===== config.mk =====
export PLATFORM = sky130hd
export DESIGN_NAME = gbc_gamepak_sequencer
export DESIGN_NICKNAME = d
export VERILOG_FILES = /design/src/rtl/gbc_gamepak_pkg.sv /design/src/rtl/gbc_gamepak_sync2.sv /design/src/rtl/gbc_gamepak_sequencer.sv
export SDC_FILE = /design/constraint.sdc
export NUM_CORES = 1
export LEC_CHECK = 0
export ABC_CLOCK_PERIOD_IN_PS = 1800
export BUFFER_PORTS_ARGS = -buffer_cell sky130_fd_sc_hd__buf_2
export CAP_MARGIN = 20
export CORE_MARGIN = 2
export CORE_UTILIZATION = 47
export DETAILED_ROUTE_END_ITERATION = 6
export PLACE_DENSITY_LB_ADDON = 0.08
export SLEW_MARGIN = 20
export SYNTH_ARGS = -nofsm -noshare
export SYNTH_HDL_FRONTEND = slang
export SYNTH_SLANG_ARGS = --single-unit

===== constraint.sdc =====
create_clock -name Clk -period 1.8 [get_ports Clk]
set_input_delay 0.09 -clock Clk [delete_from_list [all_inputs] [get_ports Clk]]
set_output_delay 0.09 -clock Clk [all_outputs]
set_load 0.02 [all_outputs]

===== src/rtl/gbc_gamepak_pkg.sv =====
// Shared types and constants for the GamePak bus sequencer.
package gbc_gamepak_pkg;

  typedef enum logic [1:0] {
    IDLE   = 2'd0,
    SETUP  = 2'd1,
    STROBE = 2'd2,
    HOLD   = 2'd3
  } gp_state_e;

  // Default cartridge RAM window (inclusive).
  localparam logic [15:0] GBC_CS_LO_DEFAULT = 16'hA000;
  localparam logic [15:0] GBC_CS_HI_DEFAULT = 16'hFDFF;

  function automatic int unsigned max3(input int unsigned a, input int unsigned b,
                                       input int unsigned c);
    int unsigned m;
    m = (a > b) ? a : b;
    return (m > c) ? m : c;
  endfunction

endpackage


===== src/rtl/gbc_gamepak_sync2.sv =====
// Two-flop level synchroniser with synchronous active-low reset (clears to 0).
module gbc_sync2 (
  input  logic clk,
  input  logic rst_n,
  input  logic d,
  output logic q
);

  logic meta_q;
  logic sync_q;

  always_ff @(posedge clk) begin
    if (!rst_n) begin
      meta_q <= 1'b0;
      sync_q <= 1'b0;
    end else begin
      meta_q <= d;
      sync_q <= meta_q;
    end
  end

  assign q = sync_q;

endmodule


===== src/rtl/gbc_gamepak_sequencer.sv =====
// GamePak bus sequencer: phases single-beat requests into setup/strobe/hold pin cycles.
// Optional cartridge audio capture is enabled with `define GBC_GAMEPAK_AUDIO_EN.
module gbc_gamepak_sequencer
  import gbc_gamepak_pkg::*;
#(
  parameter int unsigned ADDR_WIDTH  = 16,
  parameter int unsigned DATA_WIDTH  = 8,
  parameter int unsigned SETUP_CLKS  = 2,
  parameter int unsigned STROBE_CLKS = 4,
  parameter int unsigned HOLD_CLKS   = 1,
  parameter logic [ADDR_WIDTH-1:0] CS_LO = ADDR_WIDTH'(GBC_CS_LO_DEFAULT),
  parameter logic [ADDR_WIDTH-1:0] CS_HI = ADDR_WIDTH'(GBC_CS_HI_DEFAULT)
) (
  input  logic                  Clk,
  input  logic                  Reset,
  input  logic                  ReqValid,
  output logic                  ReqReady,
  input  logic                  ReqWrite,
  input  logic [ADDR_WIDTH-1:0] ReqAddr,
  input  logic [DATA_WIDTH-1:0] ReqData,
  output logic                  RspValid,
  output logic [DATA_WIDTH-1:0] RspData,
  output logic                  PakClk,
  output logic                  PakRead,
  output logic                  PakWrite,
  output logic                  PakCS,
  output logic [ADDR_WIDTH-1:0] PakAddress,
  output logic [DATA_WIDTH-1:0] PakDOut,
  output logic                  PakDOE,
  input  logic [DATA_WIDTH-1:0] PakDIn,
  output logic                  PakReset,
  input  logic                  PakAudio,
  output logic                  AudioSample
);

  localparam int unsigned CNT_MAX = max3(SETUP_CLKS, STROBE_CLKS, HOLD_CLKS);
  localparam int unsigned CNT_W   = $clog2(CNT_MAX + 1);

  gp_state_e state_q, state_d;

  logic [CNT_W-1:0]      cnt_q, cnt_d;
  logic [ADDR_WIDTH-1:0] addr_q, addr_d;
  logic [DATA_WIDTH-1:0] data_q, data_d;
  logic                  wr_q, wr_d;

  logic                  req_ready_q, req_ready_d;
  logic                  rsp_valid_q, rsp_valid_d;
  logic [DATA_WIDTH-1:0] rsp_data_q, rsp_data_d;
  logic                  pak_clk_q, pak_clk_d;
  logic                  pak_read_q, pak_read_d;
  logic                  pak_write_q, pak_write_d;
  logic                  pak_cs_q, pak_cs_d;
  logic                  pak_doe_q, pak_doe_d;
  logic [DATA_WIDTH-1:0] pak_dout_q, pak_dout_d;
  logic                  pak_reset_q;

  logic expire;
  logic strobe_done;
  logic active_d;
  logic strobe_d;
  logic in_window_d;

  assign expire      = (cnt_q == CNT_W'(1));
  assign strobe_done = (state_q == STROBE) && expire;

  // State register
  always_ff @(posedge Clk) begin
    if (!Reset) begin
      state_q <= IDLE;
    end else begin
      state_q <= state_d;
    end
  end

  // Next state, phase counter and request latch
  always_comb begin
    state_d = state_q;
    cnt_d   = cnt_q;
    addr_d  = addr_q;
    data_d  = data_q;
    wr_d    = wr_q;
    unique case (state_q)
      IDLE: begin
        if (ReqValid && req_ready_q) begin
          addr_d  = ReqAddr;
          data_d  = ReqData;
          wr_d    = ReqWrite;
          cnt_d   = CNT_W'(SETUP_CLKS);
          state_d = SETUP;
        end
      end
      SETUP: begin
        if (expire) begin
          cnt_d   = CNT_W'(STROBE_CLKS);
          state_d = STROBE;
        end else begin
          cnt_d = cnt_q - CNT_W'(1);
        end
      end
      STROBE: begin
        if (expire) begin
          cnt_d   = CNT_W'(HOLD_CLKS);
          state_d = HOLD;
        end else begin
          cnt_d = cnt_q - CNT_W'(1);
        end
      end
      HOLD: begin
        if (expire) begin
          cnt_d   = '0;
          state_d = IDLE;
        end else begin
          cnt_d = cnt_q - CNT_W'(1);
        end
      end
      default: state_d = IDLE;
    endcase
  end

  // Pin outputs are decoded from the next state so they register in step with it
  always_comb begin
    active_d    = (state_d != IDLE);
    strobe_d    = (state_d == STROBE);
    in_window_d = (addr_d >= CS_LO) && (addr_d <= CS_HI);

    req_ready_d = !active_d;
    pak_clk_d   = strobe_d;
    pak_read_d  = strobe_d && !wr_d;
    pak_write_d = strobe_d && wr_d;
    pak_cs_d    = active_d && in_window_d;
    pak_doe_d   = active_d && wr_d;
    pak_dout_d  = (active_d && wr_d) ? data_d : '0;
    rsp_valid_d = strobe_done && !wr_q;
    rsp_data_d  = (strobe_done && !wr_q) ? PakDIn : rsp_data_q;
  end

  // Datapath and output registers
  always_ff @(posedge Clk) begin
    if (!Reset) begin
      cnt_q       <= '0;
      addr_q      <= '0;
      data_q      <= '0;
      wr_q        <= 1'b0;
      req_ready_q <= 1'b1;
      rsp_valid_q <= 1'b0;
      rsp_data_q  <= '0;
      pak_clk_q   <= 1'b0;
      pak_read_q  <= 1'b0;
      pak_write_q <= 1'b0;
      pak_cs_q    <= 1'b0;
      pak_doe_q   <= 1'b0;
      pak_dout_q  <= '0;
    end else begin
      cnt_q       <= cnt_d;
      addr_q      <= addr_d;
      data_q      <= data_d;
      wr_q        <= wr_d;
      req_ready_q <= req_ready_d;
      rsp_valid_q <= rsp_valid_d;
      rsp_data_q  <= rsp_data_d;
      pak_clk_q   <= pak_clk_d;
      pak_read_q  <= pak_read_d;
      pak_write_q <= pak_write_d;
      pak_cs_q    <= pak_cs_d;
      pak_doe_q   <= pak_doe_d;
      pak_dout_q  <= pak_dout_d;
    end
  end

  // Cartridge reset follows the system reset one cycle later
  always_ff @(posedge Clk) begin
    pak_reset_q <= ~Reset;
  end

  assign ReqReady   = req_ready_q;
  assign RspValid   = rsp_valid_q;
  assign RspData    = rsp_data_q;
  assign PakClk     = pak_clk_q;
  assign PakRead    = pak_read_q;
  assign PakWrite   = pak_write_q;
  assign PakCS      = pak_cs_q;
  assign PakAddress = addr_q;
  assign PakDOut    = pak_dout_q;
  assign PakDOE     = pak_doe_q;
  assign PakReset   = pak_reset_q;

`ifdef GBC_GAMEPAK_AUDIO_EN
  gbc_sync2 u_audio_sync (
    .clk   (Clk),
    .rst_n (Reset),
    .d     (PakAudio),
    .q     (AudioSample)
  );
`else
  logic unused_pak_audio;
  assign unused_pak_audio = PakAudio;
  assign AudioSample      = 1'b0;
`endif

endmodule


# After elaboration in Yosys (flattened, before gate mapping)
# Cells that the tools add are included.
# op_classes
multipliers,0
n_reduce_logical,14
mux,16
div,0
eq_ne,6
n_addsub,1
bitwise_logic,1
magnitude_cmp,2
shifts,0
# ops
operator,n
16-bit two-way mux,2
"16-bit >= comparator, second input constant",1
"16-bit <= comparator, second input constant",1
8-bit two-way mux,2
3-bit two-way mux,4
3-bit case mux with 4 select lines,1
1-bit logical AND,8
2-bit two-way mux,4
2-bit case mux with 4 select lines,1
"2-bit == test, second input constant",3
"3-bit by 1-bit == test with 1-bit output, second input constant",1
1-bit logical NOT,3
"3-bit by 1-bit subtractor with 3-bit output, second input constant",1
"2-bit by 1-bit == test with 1-bit output, second input constant",1
2-bit logical NOT,1
1-bit two-way mux,2
"2-bit inequality test, second input constant",1
2-bit AND reduction,1
2-bit nonzero test,1
1-bit NOT,1
# totals
romBits,0
mem_bits_rw,0
elab_cells,55
input_bits,37
latchBits,0
mem_count,0
ff_bits,54

# Longest topological paths before layout
# Gate-level depths: netlist of the first run.
# logic_depth
depth_word,6
depth_mapped,7
mapped_depth_nobuf,6

# Worst setup path after synthesis of the first run
# OpenSTA, ideal clock, no wires.
# synth_path
path_kind,register to register
startpoint,register cnt_q[0]
endpoint,register rsp_data_q[3] (netlist: RspData[3])
path_buffers,0
path_stages_with_launch,6
setup_time_ns,0.128
t_arrival_ns,1.521
synth_period_minus_slack_ns,1.649
setup_slack_ns,0.151
required_time_ns,1.672
cell_sequence,dfxtp_1 -> ha_1 -> nand2b_1 -> nor3_2 -> mux2i_1 -> nor2_1
# synth_between
elab_chain_len,3
# synth_lines
element,line_no,rtl
start: declaration,gbc_gamepak_sequencer.sv:41,"logic [CNT_W-1:0] cnt_q, cnt_d;"
start signal: assignment,gbc_gamepak_sequencer.sv:154,cnt_q <= cnt_d;
3-bit by 1-bit == test with 1-bit output,gbc_gamepak_sequencer.sv:63,assign expire = (cnt_q == CNT_W'(1));
1-bit logical AND,gbc_gamepak_sequencer.sv:64,assign strobe_done = (state_q == STROBE) && expire;
1-bit logical AND,gbc_gamepak_sequencer.sv:134,rsp_data_d = (strobe_done && !wr_q) ? PakDIn : rsp_data_q;
end signal: assignment,gbc_gamepak_sequencer.sv:160,rsp_data_q <= rsp_data_d;
end: declaration,gbc_gamepak_sequencer.sv:48,"logic [DATA_WIDTH-1:0] rsp_data_q, rsp_data_d;"
# No other way between the ends.
# A chain may end at the register's enable or synchronous reset.

# Final worst setup path of the first run
# layout_path
startpoint,register cnt_q[1]
endpoint,register pak_dout_q[5] (netlist: PakDOut[5])
# layout_between
elab_chain_len,6
# layout_lines
element,line_no,rtl
3-bit by 1-bit == test with 1-bit output (*),gbc_gamepak_sequencer.sv:63,
"2-bit two-way mux, on equally long branches","gbc_gamepak_sequencer.sv:109, gbc_gamepak_sequencer.sv:93, gbc_gamepak_sequencer.sv:101",
2-bit case mux with 4 select lines (*),gbc_gamepak_sequencer.sv:82,unique case (state_q)
2-bit nonzero test (*),gbc_gamepak_sequencer.sv:122,active_d = (state_d != IDLE);
1-bit logical AND (*),gbc_gamepak_sequencer.sv:132,pak_dout_d = (active_d && wr_d) ? data_d : '0;
2-bit AND reduction (no source line) (*),n/a,
end signal: assignment,gbc_gamepak_sequencer.sv:166,pak_dout_q <= pak_dout_d;
end: declaration,gbc_gamepak_sequencer.sv:54,"logic [DATA_WIDTH-1:0] pak_dout_q, pak_dout_d;"
# Mark *: on every way between the ends. The rest lies on a longest branch, timed or not.

==> impl_metrics.ini, run 1 <==
[routing]
drtIter0Drc = 55
dr.pass1.iters = 4
drt_wl_total_um = 3866
drc = 0
route.antenna.remaining_nets = 0
viasPerCell = 4.869
vias = 1631
avgRoutedWirePerCell_um = 11.54

[setup_path]
slowest_delay_ns = 0.39
crit_family = simple AND/OR/NAND/NOR gates
crit_arrival_ns = 1.88
crit_cells = 6
start_kind = flip-flop
worstPathRequired_ns = 2.04
rr_worst_depth = 6
critPathMaxFanout = 9
crit_type = flip-flop to flip-flop
critPathBufInv = 1
end_kind = flip-flop
cp_slowest_cell = or3_1
cp_cell_sequence = inv_1 > ha_1 > and4b_1 > or3_1 > or2_4 > nor2_1

[timing]
rsz0062_at_grt = false
finClkSkew_ns = 0.004585
setup_ws_ns = 0.1571
period_share = 0.9127
report.final.slew_viol_count = 0
hold_viol_final = 0
fin_crit_ns = 1.643
fmaxAchievable_mhz = 608.7
timing.hold.ws_ns = 0.01411
finalSetupViolCount = 0
tns_ns = 0

[floorplan]
die-height_um = 67.82
initial_utilization = 0.4820
fp.coreArea_um2 = 3971
fp-row-count = 23
die_w_um = 67.82
ios = 78
die-area_um2 = 4600

[global_route]
grt_pass1_wl_um = 6092
grt_overflow_total = 0
grt_pass1_vias = 1436
grtUsageTotal = 0.1762
antenna_found_initial = 0
grt_max_degree = 40

[placement]
dp_cells = 328
hpwl_um = 2732
portBuffers = 75
place_ws_ns = 0.08013
gp_congestion = 0.7178

[synthesis]
synth_top_area_cell = dfxtp_1
synthDominantCellAreaShare = 0.5647
synth_nets = 245
synth_cells = 206
synth_area_leaders = dfxtp_1 (56%), mux2i_1 (9.4%), nand2_1 (7.1%)
synth.distinct_cells = 30
ys_ff_latch = 54
yosysWarnings = 0
synth_area_um2 = 1914
syn_avg_cell_area_um2 = 9.293
ys_seq_area_frac = 0.5647

[cells_and_area]
fin_nets = 324
syn_to_final_growth_pct = 28.50
drive_gt1_frac = 0.3263
final_cell_mix = buf_2 (75), dfxtp_1 (54), nand2_1 (36)
mostFrequentLayoutCell = buf_2
stdcell_count = 335
diodes = 0

[clocking]
clk_pin_slew_ns = 0.09
cts_buffers = 5
clockRootBuffer = clkbuf_8
clock_latency_ns = 0.30
tritoncts = yes
clock_sinks = 54
cts_setup_buffers = 0
cts_buffer_depth = 2
htreeDepth = 2

[status]
status = finished clean

[power_and_ir_drop]
p_leak_nw = 1.161
total_power_mw = 2.450
cellPowerDensity_nw_per_um2 = 995.9
ir_drop_mv = 0.3820

[job]
drv_cap = 0

[min_path]
whs_path_depth = 3
hp-class = input port to flip-flop
cells in the mapped netlist (all sizes together):
| master | n |
|---|---|
| inv | 7 |
| and4 | 2 |
| conb | 1 |
| a211oi | 2 |
| clkbuf | 5 |
| nand2 | 36 |
| xor2 | 1 |
| nor3 | 1 |
| buf | 6 |
| ha | 2 |
| a21o | 1 |
| a21oi | 21 |
| o21ai | 2 |
| dfxtp | 54 |
| nor4 | 1 |
| mux2i | 18 |
| o2111ai | 2 |
| nor2 | 32 |
| o22ai | 1 |
| nor2b | 1 |
| or2 | 1 |
| nand3b | 1 |
| nand3 | 3 |
| and4b | 1 |
| nand2b | 2 |
| and4bb | 1 |
| or3 | 1 |
final timing paths:
kind / slack, ns / to / startpoint
worst max-delay path: 0.16 / PakDOut[5]$_SDFF_PN0_ / cnt_q[1]$_SDFFE_PN0P_
worst max register to register: 0.16 / PakDOut[5]$_SDFF_PN0_ / cnt_q[1]$_SDFFE_PN0P_
worst min-delay path: 0.01 / PakAddress[0]$_SDFF_PN0_ / ReqAddr[0]
worst min register to register: 0.46 / PakAddress[7]$_SDFF_PN0_ / PakAddress[7]$_SDFF_PN0_
logic make-up (layout without fill, tap and decap cells):
kind of cell | Yosys count | count (layout) | share of synthesized area
buffers and inverters | 18 | 97 | 0.04641
multiplexers | 18 | 18 | 0.09412
AND/OR/NAND/NOR | 83 | 83 | 0.1909
AO/OA/AOI/OAI | 29 | 29 | 0.08432
XOR/XNOR | 1 | 1 | 0.004576
adder cells (fa/ha/maj) | 2 | 2 | 0.01307
other | 1 | 1 | 0.001959
flip-flops | 54 | 54 | 0.5647
state kept, by name, summed over array words and instances (netlist names):
| signal | flops |
|---|---|
| PakAddress | 16 |
| PakDOut | 8 |
| RspData | 8 |
| data_q | 8 |
| cnt_q | 3 |
| state_q | 2 |
| PakCS | 1 |
| PakClk | 1 |
| PakDOE | 1 |
| PakRead | 1 |
| PakReset | 1 |
| PakWrite | 1 |
| ReqReady | 1 |
| RspValid | 1 |
| wr_q | 1 |
worst min-delay path: stages:
cell and delay, ns:
buf_2 0.09, nand2_1 0.04, a21oi_1 0.05
layer usage:
metal,GRT usage,vias to the layer above,wire length [um]
met5,0,-,0
met4,0.05250,0,44
met3,0.06250,6,316
met2,0.2917,57,1714
met1,0.2162,736,1790
li1,-,832,-
through the flow:
step	util	area, um2
finish	0.6194	2460
global route	0.6194	2460
CTS	0.6188	2457
detailed placement	0.5917	2350
global placement	0.5917	2350
floorplan	-	1914
layout make-up:
class / count / area, um2
clock buffer: 5 / 68.82
tap: 50 / 62.56
fill: 371 / 1511
sequential: 54 / 1081
timing repair buffer: 83 / 435.4
inverter: 7 / 26.28
clock inverter: 2 / 38.79
multi-input combinational: 134 / 747.0
report_power, final:
group | total (mW) | internal (mW) | switching (mW)
combinational | 0.364 | 0.149 | 0.214
sequential | 1.30 | 1.26 | 0.0374
clock | 0.788 | 0.409 | 0.378
timing repair:
action | CTS | global route
setup endpoints to repair | 0 | 7
hold buffers | 0 | 0
resized for setup | 0 | 1
Power figures use the tool's default switching activity.
==> run 2, diff against run 1 <==
Settings changed: CORE_ASPECT_RATIO set to 1.75, SKIP_CTS_REPAIR_TIMING set to 1.
==> impl_metrics.ini, run 2 (same netlist as run 1, synthesis figures left out) <==
[routing]
route.antenna.remaining_nets = 0
drtIter0Drc = 19
vias = 1596
dr.pass1.iters = 3
drt_wl_total_um = 3913
drc = 0
viasPerCell = 4.778
avgRoutedWirePerCell_um = 11.72

[floorplan]
fp-row-count = 30
die_w_um = 52.25
ios = 78
fp.coreArea_um2 = 3904
initial_utilization = 0.4904
die-area_um2 = 4620
die-height_um = 88.43

[timing]
report.final.slew_viol_count = 0
finClkSkew_ns = 0.007779
fin_crit_ns = 1.656
period_share = 0.9197
finalSetupViolCount = 0
fmaxAchievable_mhz = 604.0
rsz0062_at_grt = false
hold_viol_final = 0
tns_ns = 0

[power_and_ir_drop]
cellPowerDensity_nw_per_um2 = 961.4
p_leak_nw = 1.153
swShare = 0.2671
ir_drop_mv = 1.051
p_clk_frac = 0.292
internal_power_mw = 1.723
switchingPower_uw = 627.9
seqPwrFrac = 0.553
comb_power_share = 0.155
total_power_mw = 2.350

[cells_and_area]
mostFrequentLayoutCell = buf_2
diodes = 0
drive_gt1_frac = 0.3287
final_cell_mix = buf_2 (75), dfxtp_1 (54), nand2_1 (36)
largest_reg_flops = 16
syn_to_final_growth_pct = 27.71
fin_nets = 324

[setup_path]
crit_type = flip-flop to flip-flop
end_kind = flip-flop
crit_family = simple AND/OR/NAND/NOR gates
crit_arrival_ns = 1.89
critPathMaxFanout = 9
start_kind = flip-flop
critPathBufInv = 1
cp_slowest_cell = or3_1
worstPathRequired_ns = 2.04
cp_cell_sequence = inv_1 > ha_1 > and4b_1 > or3_1 > or2_4 > nor2_1
slowest_delay_ns = 0.39

[clocking]
clockRootBuffer = clkbuf_8
cts_buffer_depth = 2
clock_latency_ns = 0.30
cts_buffers = 5
clk_pin_slew_ns = 0.09
tritoncts = yes
htreeDepth = 2
clock_sinks = 54

[global_route]
antenna_found_initial = 0
grtUsageTotal = 0.1775
grt_max_degree = 40
grt_pass1_vias = 1503
grt_pass1_wl_um = 6251
grt_overflow_total = 0

[min_path]
hp-class = input port to flip-flop

[placement]
gp_congestion = 0.7410
portBuffers = 75
hpwl_um = 2925

[job]
drv_cap = 0

[status]
status = finished clean
## run 2: cell count changes in the layout (fill, tap and decap cells not counted)
cell / before / now
bufinv_16: 1 / 0
clkbuf_8: 5 / 6
clkinv_2: 0 / 1
clkinv_4: 1 / 0
clkinvlp_4: 0 / 1
## run 2: routing by layer
layer | GRT usage | up-vias | part of all wire | wire (um)
li1 | - | 831 | - | -
met4 | 0.05594 | 0 | 0.012 | 47
met1 | 0.1791 | 716 | 0.39 | 1525
met2 | 0.3429 | 45 | 0.54 | 2098
met5 | 0 | - | 0 | 0
met3 | 0.04561 | 4 | 0.062 | 242
## run 2: path summary, 6_finish.rpt
kind / start / to / slack (ns) / cells past startpoint
setup / recovery: cnt_q[1]$_SDFFE_PN0P_ / PakDOut[3]$_SDFF_PN0_ / 0.14 / 6
hold / removal: ReqAddr[6] / PakAddress[6]$_SDFF_PN0_ / 0.01 / 3
setup reg to reg: cnt_q[1]$_SDFFE_PN0P_ / PakDOut[3]$_SDFF_PN0_ / 0.14 / 6
hold reg to reg: PakAddress[5]$_SDFF_PN0_ / PakAddress[5]$_SDFF_PN0_ / 0.46 / 2
## run 2: worst reg2reg max path, stage by stage, from the launching register on
cell and delay, ns:
dfxtp_1 0.33, inv_1 0.07, ha_1 0.19, and4b_1 0.19, or3_1 0.39, or2_4 0.32
nor2_1 0.11
## run 2: final cells by class
type | count | area [um2]
fillers | 374 | 1459
flip-flops and latches | 54 | 1081
multi-input cells | 134 | 747.0
repair buffers | 83 | 435.4
clock buffers | 6 | 82.58
well taps | 48 | 60.06
inverters | 7 | 26.28
clock inverters | 2 | 12.51
## run 2: through the flow
stage / util / worst slack [ns] / hold slack [ns] / area [um2] / cells
3_3_place_gp: 0.6013 / 0.1359 / 0.3251 / 2347 / 326
6_report: 0.6263 / 0.1445 / 0.01450 / 2445 / 334
5_1_grt: 0.6263 / 0.01118 / 0.01037 / 2445 / 334
2_1_floorplan: - / 0.1515 / 0.2061 / 1914 / 206
4_1_cts: 0.6256 / 0.04016 / 0.01144 / 2442 / 334
3_5_place_dp: 0.6013 / 0.06138 / 0.3349 / 2347 / 326
## run 2: power groups by stage
stage	sequential [mW]	clock [mW]	combinational, mW
floorplan	1.37	0	0.192
global placement	1.33	0	0.363
detailed placement	1.33	0	0.366
CTS	1.30	0.706	0.367
global route	1.31	0.755	0.406
finish	1.30	0.687	0.363
